===== config.mk =====
export PLATFORM = sky130hd
export DESIGN_NAME = buf_stream_ctrl
export DESIGN_NICKNAME = d
export VERILOG_FILES = /design/src/rtl/buf_stream_ctrl.sv
export SDC_FILE = /design/constraint.sdc
export NUM_CORES = 1
export LEC_CHECK = 0
export CAP_MARGIN = 5
export CELL_PAD_IN_SITES_DETAIL_PLACEMENT = 2
export CELL_PAD_IN_SITES_GLOBAL_PLACEMENT = 2
export CORE_UTILIZATION = 26
export DETAILED_ROUTE_END_ITERATION = 10
export HOLD_SLACK_MARGIN = 0.05
export PLACE_DENSITY = 0.86
export SYNTH_ARGS = -nofsm -noshare
export SYNTH_HDL_FRONTEND = slang
export SYNTH_SLANG_ARGS = --single-unit

===== constraint.sdc =====
create_clock -name clk -period 4.37 [get_ports clk]
set_clock_uncertainty 0.1 [all_clocks]
set_input_delay 0.6555 -clock clk [delete_from_list [all_inputs] [get_ports clk]]
set_output_delay 0.6555 -clock clk [all_outputs]
set_load 0.03 [all_outputs]

===== src/rtl/buf_stream_ctrl.sv =====
// Frame controller: captures one AXI4-Stream frame into a single-port line buffer,
// then replays it through the buffer's combinational read port.
module buf_stream_ctrl #(
  parameter int DATA_WIDTH = 24,
  parameter int DATA_DEPTH = 24
) (
  input  logic                  clk,
  input  logic                  rst,
  input  logic                  start,
  input  logic [17:0]           frame_len,
  input  logic [DATA_WIDTH-1:0] s_axis_tdata,
  input  logic                  s_axis_tvalid,
  output logic                  s_axis_tready,
  input  logic                  s_axis_tlast,
  output logic [DATA_WIDTH-1:0] m_axis_tdata,
  output logic                  m_axis_tvalid,
  input  logic                  m_axis_tready,
  output logic                  m_axis_tlast,
  output logic                  buf_ce,
  output logic                  buf_we,
  output logic [17:0]           buf_addr,
  output logic [DATA_WIDTH-1:0] buf_d,
  input  logic [DATA_WIDTH-1:0] buf_q,
  output logic                  busy,
  output logic                  done,
  output logic                  err
);

  typedef enum logic [1:0] {IDLE, FILL, DRAIN, DONE} state_t;

  state_t      state;
  state_t      state_next;
  logic [17:0] len;
  logic [17:0] wr_ptr;
  logic [17:0] rd_ptr;
  logic        len_ok;
  logic        s_hs;
  logic        m_hs;
  logic        fill_last;
  logic        drain_last;

  assign len_ok     = (frame_len != 18'd0) && (frame_len <= 18'(DATA_DEPTH));
  assign s_hs       = (state == FILL) && s_axis_tvalid;
  assign m_hs       = (state == DRAIN) && m_axis_tready;
  assign fill_last  = (wr_ptr == len - 18'd1);
  assign drain_last = (rd_ptr == len - 18'd1);

  always_ff @(posedge clk) begin
    if (rst) state <= IDLE;
    else     state <= state_next;
  end

  // The frame length is fixed by start; tlast is only cross-checked against it.
  always_ff @(posedge clk) begin
    if (rst) begin
      len    <= '0;
      wr_ptr <= '0;
      rd_ptr <= '0;
      err    <= 1'b0;
    end else begin
      case (state)
        IDLE: begin
          if (start) begin
            if (len_ok) begin
              len    <= frame_len;
              wr_ptr <= '0;
              err    <= 1'b0;
            end else begin
              err    <= 1'b1;
            end
          end
        end
        FILL: begin
          if (s_hs) begin
            wr_ptr <= wr_ptr + 18'd1;
            if (s_axis_tlast != fill_last) err <= 1'b1;
            if (fill_last) rd_ptr <= '0;
          end
        end
        DRAIN: begin
          if (m_hs) rd_ptr <= rd_ptr + 18'd1;
        end
        default: ;
      endcase
    end
  end

  always_comb begin
    state_next = state;
    case (state)
      IDLE:    if (start && len_ok) state_next = FILL;
      FILL:    if (s_hs && fill_last) state_next = DRAIN;
      DRAIN:   if (m_hs && drain_last) state_next = DONE;
      DONE:    state_next = IDLE;
      default: state_next = IDLE;
    endcase
  end

  // Buffer address/data are forced to zero whenever the buffer is not enabled.
  always_comb begin
    s_axis_tready = 1'b0;
    m_axis_tvalid = 1'b0;
    m_axis_tlast  = 1'b0;
    m_axis_tdata  = '0;
    buf_ce        = 1'b0;
    buf_we        = 1'b0;
    buf_addr      = '0;
    buf_d         = '0;
    done          = 1'b0;
    busy          = (state != IDLE);
    case (state)
      FILL: begin
        s_axis_tready = 1'b1;
        if (s_axis_tvalid) begin
          buf_ce   = 1'b1;
          buf_we   = 1'b1;
          buf_addr = wr_ptr;
          buf_d    = s_axis_tdata;
        end
      end
      DRAIN: begin
        buf_ce        = 1'b1;
        buf_addr      = rd_ptr;
        m_axis_tdata  = buf_q;
        m_axis_tvalid = 1'b1;
        m_axis_tlast  = drain_last;
      end
      DONE:    done = 1'b1;
      default: ;
    endcase
  end

endmodule


---- Word-level counts from Yosys, hierarchy flattened ----
Index checks and enable logic that the tools add are counted.
word-level totals
  register bits ........................... 57
  input bits .............................. 72
cells by class
  $add $sub $neg .......................... 3
  order comparisons ....................... 1
  equality and inequality tests ........... 15
  muxes and demuxes ....................... 29
  reductions and logical operators ........ 16
operators by type and width
  operator               count
  $mux 18                7
  $pmux 18 s2            3
  $mux 24                3
  $add 18x1->18 const B  2
  $eq 18x18->1           2
  $le 18x5->1 const B    1
  $reduce_bool 18->1     1
  $sub 18x1->18 const B  1
  $ne 2x2->1 const B     6
  $reduce_and 4->1       3
  $mux 1                 10
  $pmux 2 s4             1
  $logic_and 1x1->1      6
  $mux 2                 3
  $ne 2x1->1 const B     3
  $reduce_and 3->1       2
  $reduce_bool 2->1      3
  $eq 2x2->1 const B     2
  $pmux 1 s2             2
  $eq 2x1->1 const B     1
  $logic_not 2->1        1
  $ne 1x1->1             1

---- Longest topological paths before layout ----
Gate-level depths: netlist of the first run.
  depth after elaboration ................. 6
  mapped depth ............................ 14
  mapped depth without buffers ............ 10

---- Least setup slack after synthesis of the first run ----
OpenSTA, ideal clock, no wires.
  path kind ............................... reg-to-reg
  start point ............................. register len[0]
  end point ............................... register rd_ptr[11]
  setup time .............................. 0.132 ns
  data arrival time ....................... 3.318 ns
  required time ........................... 4.138 ns
  slack ................................... 0.820 ns
  stages on the path, launching flop included .. 15
  buffers on the path ..................... 4
  clock period less this slack ............ 3.550 ns
  cell sequence ........................... dfxtp_1 -> buf_2 -> inv_1 -> ha_1 -> or3b_1 -> clkbuf_1 -> or4_1 -> xnor2_1 -> a21o_1 -> a2111oi_4 -> a41oi_4 -> buf_6 -> buf_2 -> o31ai_1 -> a21oi_1
on the way
  cells in the longest elaborated chain, start to end .. 4
RTL lines
  what                               RTL line  source
  start: declaration                 33        logic [17:0] len;
  start signal: assignment           65        len <= frame_len;
  $sub 18x1->18                      45        assign fill_last = (wr_ptr == len - 18'd1);
  $eq 18x18->1                       45
  $ne 2x2->1 (no source line)        -
  $reduce_and 4->1 (no source line)  -
  end signal: assignment             81        if (m_hs) rd_ptr <= rd_ptr + 18'd1;
  end: declaration                   35        logic [17:0] rd_ptr;
No other way between the ends.
A chain may end at the register's enable or synchronous reset.

---- Worst setup path after layout of the first run ----
  start point ............................. register len[1]
  end point ............................... output port m_axis_tlast
on the way
  cells in the longest elaborated chain, start to end .. 3
RTL lines
  what              RTL line  source
  $sub 18x1->18     46        assign drain_last = (rd_ptr == len - 18'd1);
  $eq 18x18->1      46
  $mux 1            111       case (state)
  end: declaration  18        output logic m_axis_tlast,
No other way between the ends.

==> results of run 1 <==
==> power breakdown <==
group / total, mW / switching (mW) / internal (mW)
Clock: 0.728 / 0.274 / 0.454
Sequential: 0.521 / 0.000586 / 0.521
Combinational: 0.0988 / 0.0362 / 0.0627
Total: 1.35 / 0.311 / 1.04
==> metrics by stage <==
stage                     power [mW]  worst slack, ns
after floorplan                0.550            0.820
after global placement         0.629            0.334
after detailed placement       0.632            0.138
after CTS                       1.37           0.0976
after global routing            1.39          0.00715
final                           1.35            0.146
==> repair_timing <==
action,4_1_cts,5_1_grt
setup buffers,0,0
setup endpoints to repair,1,4
pin swaps,0,1
gates resized for setup,2,1
==> layout make-up <==
cell class | instances | area share
Clock buffer | 11 | 0.0368
Multi-Input combinational cell | 467 | 0.488
Sequential cell | 57 | 0.173
Timing Repair Buffer | 161 | 0.238
Inverter | 23 | 0.0131
Tap cell | 225 | 0.0427
Clock inverter | 5 | 0.00835
==> routing by layer <==
metal / vias up / part of all wire / global-route usage
met1: 2565 / 0.41 / 0.274
met4: 0 / 0.030 / 0.0974
met5: - / 0 / 0
met2: 197 / 0.50 / 0.429
li1: 2413 / - / -
met3: 38 / 0.059 / 0.0520
==> Yosys cell counts (5+ instances only) <==
master | count | area share
xnor2_1 | 41 | 0.077
and3_1 | 44 | 0.059
nand2b_1 | 5 | 0.0067
ha_1 | 7 | 0.019
and2_1 | 27 | 0.036
inv_1 | 23 | 0.019
mux2i_1 | 7 | 0.015
and4_1 | 5 | 0.0094
nor4_1 | 9 | 0.012
or2_2 | 5 | 0.0067
o21ai_0 | 7 | 0.0075
nor2_1 | 38 | 0.031
clkbuf_1 | 43 | 0.035
or4_1 | 14 | 0.023
nor2b_1 | 26 | 0.035
nand4_1 | 15 | 0.020
nand2_1 | 29 | 0.023
o31ai_1 | 15 | 0.024
xor2_1 | 15 | 0.028
a21oi_1 | 32 | 0.034
dfxtp_1 | 57 | 0.25
or3_1 | 8 | 0.011
nor3_1 | 10 | 0.011
nand3_1 | 21 | 0.023
o2111ai_1 | 5 | 0.0094
a22oi_1 | 18 | 0.029
==> cells by family (layout without fill, tap and decap cells) <==
| kind of cell | after synthesis | after routing | share of synthesized area |
|---|---|---|---|
| adder cells (fa/ha/maj) | 7 | 7 | 0.0188 |
| AND/OR/NAND/NOR | 281 | 281 | 0.365 |
| XOR/XNOR | 58 | 58 | 0.115 |
| multiplexers | 8 | 8 | 0.0175 |
| AO/OA/AOI/OAI | 113 | 113 | 0.175 |
| flip-flops | 57 | 57 | 0.246 |
| buffers and inverters | 73 | 200 | 0.0633 |
==> flip-flops by register name (all words and copies together), names as in the netlist <==
name / count
err: 1
len: 18
rd_ptr: 18
state: 2
wr_ptr: 18
==> worst paths after layout <==
check                                 from            to  slack, ns
worst min-delay path            rd_ptr[17]    rd_ptr[17]       0.44
worst max-delay path                len[1]  m_axis_tlast       0.15
worst max register to register      len[1]    rd_ptr[10]       0.21
worst min register to register  rd_ptr[17]    rd_ptr[17]       0.44
==> worst register-to-register path: cells and delay by family, from the launching register on <==
family	cells	cell delay (ns)
fa+ha+maj	1	0.21
buf+inv	1	0.10
compound gates	4	1.31
xor+xnor	1	0.18
simple gates	3	1.81
flops	1	0.38
==> results.md, run 1 <==
* CP Capture Type: primary output
* Cells on Worst Hold Path at 2
* Hold Buf Count CTS at 0
* Syn Area/Cell at 7.78 um^2
* Synth Flop Type: dfxtp_1
* Filler Cells Inserted at 1,967
* Startpoint types: flop
* Most common cell after layout, fill and taps aside: clkdlybuf4s50_1
* Synthesis Warnings at 0
* CTS H-tree lvls at 3
* Setup TNS at 0 ns
* Worst-case reg-to-reg path depth at 10
* Pin count of the biggest net entering global routing at 53
* Area of the die at 18,400 um^2
* CP bufs+invs at 2
* Final WL at 21,400 um
* Seq/Total Area, Yosys at 0.246
* Leak at 2.38 nW
* Post-Layout Cell Count at 949
* Unique masters post-synth at 69
* Worst path max stage delay at 0.65 ns
* Unrepaired setup endpoints after global routing: no
* Status: completed
* Max cap viols at 0
* IO Pins at 146
* Synthesis-to-finish area growth at 41.9%
* Worst VDD drop at 0.000168 V
* NumNets Final at 798
* Starting density of the core at 0.268
* Final cell area excluding filler cells at 6600 um^2
* Via count at 5,213
* Final setup violation count at 0
* Post-DP HPWL at 16,600 um
* Die width at 136 um
* Worst skew pair latency at 0.35 ns
* CP max FO at 6
* # diodes at 0
* Top delay family on crit path: simple AND/OR/NAND/NOR gates
* CTS root buffer: clkbuf_16
* WP data required at 3.61 ns
* DRC at 0
* Most frequent cells in the layout: clkdlybuf4s50_1 (144), dfxtp_1 (57), and3_1 (44)
* Max Slew Vio Count at 0
* Mapped Nets at 676
* Row cnt at 48
* Rel. slew slack at 0.331
* Achievable Freq at 237 MHz
* Ys async rst share at 0
* Final hold slack at 0.439 ns
* Final Hold Fails at 0
* Footprint of the multi-input gates at 3220 um^2
* CTS sink count at 57
* Placed Cells incl. Taps at 933
* Initial antenna violation count at 0
* Drt via density at 5.49
* Slew at the pin closest to its max-slew limit at 1.00 ns
* Number of global-route vias before repair at 5,757
* Clock buffer depth at 2
* CTS tree: built
* Grt ovf at 0
* Post-layout util at 0.380
* Pwr/cell area at 204 nW/um^2
* Routability cong. at 0.889
* DP Area at 6290 um^2
* Critical path cell sequence: inv_1 > ha_1 > or3b_1 > or4_1 > xnor2_1 > a2111oi_2 > and3_1 > dlygate4sd2_1
* Register Area at 1140 um^2
* Gate Count Post-Synth at 597
* Fin crit period at 4.22 ns
* DIE HEIGHT at 136 um
* Crit path depth at 8
* First-pass GRT wire length at 33,000 um
* Critical Path Slowest Stage Cell: or4_1
* Critical path data arrival time at 3.47 ns
* Worst hold path class: flop to flop
* Initial DRC count at 252
* Register bit total from synthesis at 57
* Final worst-path cycle share at 0.967
* GRT Total Usage at 0.240
* Kind of critical path: flop to primary output
* TritonRoute pass-1 iters at 4
* Clock transition at the registers of the reported paths at 0.05 ns
* Share of layout cells above drive strength 1 at 0.0718
* Post-synth EDFFs at 0
* Post-DR wirelength/cell at 22.6 um
* Core ar. at 17,400 um^2
* Clock buffer count from CTS at 9
* Final ANT Viol Nets at 0
* Mapped Area at 4650 um^2
* Port-buffer cells at 145
Power figures use the tool's default switching activity.
==> run 2, diff against run 1 <==
- HOLD_SLACK_MARGIN: 0.05 -> 0.08
==> results of run 2 <==
Final layout, timing and power as in run 1 (identical DEF).
==> run 3, diff against run 2 <==
- REMOVE_ABC_BUFFERS: not set -> 1
==> results.md, run 3 (synthesis gave the netlist of run 1 again) <==
* Top delay family on crit path: simple AND/OR/NAND/NOR gates
* IO Pins at 146 (unchanged)
* Achievable Freq at 235 MHz (-0.59%)
* DRC at 0 (unchanged)
* PnR worst setup slack at 0.121 ns (-0.0250 ns)
* Startpoint types: flop
* Die width at 136 um (unchanged)
* Final Hold Fails at 0 (unchanged)
* Final cell area excluding filler cells at 6660 um^2 (+0.93%)
* Area of the die at 18,400 um^2 (unchanged)
* Clock transition at the registers of the reported paths at 0.05 ns (about the same)
* Via count at 5,146 (-1.3%)
* Number of global-route vias before repair at 5,820 (+1.1%)
* CTS sink count at 57 (unchanged)
* Port-buffer cells at 145 (unchanged)
* Max Slew Vio Count at 0 (unchanged)
* Routability cong. at 0.868 (-2.4%)
* Final setup violation count at 0 (unchanged)
* Post-Layout Cell Count at 957 (+0.84%)
* Hold Buf Count CTS at 0 (unchanged)
* Hold Startpoint: state[1]
* Worst hold path class: flop to flop
* Placed Cells incl. Taps at 939 (+0.64%)
* Row cnt at 48 (unchanged)
* Critical Path Slowest Stage Cell: or4_1
* Status: completed
* First-pass GRT wire length at 31,600 um (-4.2%)
* Most frequent cells in the layout: clkdlybuf4s50_1 (144), dfxtp_1 (57), and3_1 (44)
* Critical path data arrival time at 3.49 ns (+0.02 ns)
* Rel. slew slack at 0.311 (-0.0202)
* Final worst-path cycle share at 0.972 (+0.00572)
* Critical path cell sequence: inv_1 > ha_1 > or3b_1 > or4_1 > xnor2_1 > a2111oi_1 > buf_4 > and3_1 > dlygate4sd2_1
* Dpl ws at 0.137 ns (-0.000532 ns)
* Initial antenna violation count at 0 (unchanged)
* Hold Path End: state[1]
* Clock buffer count from CTS at 9 (unchanged)
* Worst VDD drop at 0.000172 V (+2.4%)
* CTS root buffer: clkbuf_16
* Share of layout cells above drive strength 1 at 0.0806 (+0.00878)
* FF-to-FF Start: len[1]
* Max cap viols at 0 (unchanged)
* Worst-case reg-to-reg path depth at 11 (+1)
* TritonRoute pass-1 iters at 4 (unchanged)
* NumNets Final at 807 (+1.1%)
* # diodes at 0 (unchanged)
* Slew at the pin closest to its max-slew limit at 1.03 ns (+0.0301 ns)
* Core ar. at 17,400 um^2 (unchanged)
* Top flop regs: len: 18 flops, rd_ptr: 18 flops, wr_ptr: 18 flops
* Pwr/cell area at 201 nW/um^2 (-1.6%)
* CTS H-tree lvls at 3 (unchanged)
* GRT Total Usage at 0.223 (-0.0170)
* R2R Setup Slk at 0.31 ns (+0.10 ns)
* Post-DP HPWL at 15,700 um (-5.6%)
* Post-layout util at 0.384 (+0.00353)
* Fin crit period at 4.25 ns (+0.0250 ns)
* Final WL at 20,300 um (-5.6%)
* DIE HEIGHT at 136 um (unchanged)
* Unrepaired setup endpoints after global routing: no
* CTS tree: built
* Worst path max stage delay at 0.64 ns (about the same)
* Post-DR wirelength/cell at 21.2 um (-6.4%)
* DP Area at 6340 um^2 (+0.72%)
* WP data required at 3.61 ns (about the same)
* Final ANT Viol Nets at 0 (unchanged)
* CP Capture Type: primary output
* Drt via density at 5.38 (-2.1%)
* Initial DRC count at 214 (-15%)
* Synthesis-to-finish area growth at 43.2%
* R2r endpoint: rd_ptr[9]
* Leak at 2.43 nW (+2.1%)
* Starting density of the core at 0.268 (unchanged)
* Cells on Worst Hold Path at 2 (unchanged)
* Grt ovf at 0 (unchanged)
* Pin count of the biggest net entering global routing at 53 (unchanged)
* Most common cell after layout, fill and taps aside: clkdlybuf4s50_1
* Kind of critical path: flop to primary output
* Worst skew pair latency at 0.33 ns (-0.02 ns)
* CP max FO at 6 (unchanged)
* Setup TNS at 0 ns (unchanged)
* Clock buffer depth at 2 (unchanged)
* CP bufs+invs at 3 (+1)
run 3: changes by cell type in the layout (fill, tap and decap cells not counted), sizes merged:
| cell | before | now |
|---|---|---|
| clkbuf | 11 | 12 |
| clkinvlp | 2 | 0 |
| buf | 16 | 25 |
run 3: how the worst max path moves through the flow:
stage                       from      endpoint  depth (start not counted)
final                     len[1]  m_axis_tlast                          9
after floorplan           len[0]    rd_ptr[11]                         10
after detailed placement  len[1]  m_axis_tlast                          9
after CTS                 len[1]  m_axis_tlast                          9
after global routing      len[1]  m_axis_tlast                          9
after global placement    len[1]  m_axis_tlast                          9
run 3: layout make-up:
type / instances / area, um^2
Inverter: 23 / 86.3
Timing Repair Buffer: 170 / 1640
Clock inverter: 3 / 40.0
Multi-Input combinational cell: 467 / 3210
Clock buffer: 12 / 256
Fill cell: 1950 / 10700
Sequential cell: 57 / 1140
Tap cell: 225 / 282
run 3: worst reg2reg max path, cell delays in order (launching register included):
cell,delay (ns)
dfxtp_1,0.38
inv_1,0.09
ha_1,0.19
or3b_1,0.50
or4_1,0.64
xnor2_1,0.20
a21o_1,0.20
a2111oi_4,0.27
buf_4,0.21
a41oi_4,0.38
or4_1,0.64
a21oi_1,0.19
run 3: metrics by stage:
step                total power, mW  hold WS, ns
global route                   1.38        0.460
detailed placement            0.628        0.412
finish                         1.34        0.415
CTS                            1.35        0.420
global placement              0.624        0.387
floorplan                     0.545        0.368
run 3: repair_timing:
item / CTS / global route
gates resized for setup: 1 / 1
hold endpoints to repair: 0 / 0
setup endpoints to repair: 1 / 1
pin swaps: 1 / 0
setup buffers: 3 / 0
run 3: report_power, final:
group	switching [mW]	internal, mW
clock network	0.256	0.467
registers	0.000500	0.521
logic	0.0320	0.0627
total	0.288	1.05
run 3: per-layer routing:
| layer | vias up | track usage | wire length [um] |
|---|---|---|---|
| met3 | 24 | 0.0468 | 1390 |
| met4 | 0 | 0.0712 | 316 |
| met5 | - | 0 | 0 |
| li1 | 2428 | - | - |
| met2 | 185 | 0.409 | 10200 |
| met1 | 2509 | 0.255 | 8370 |
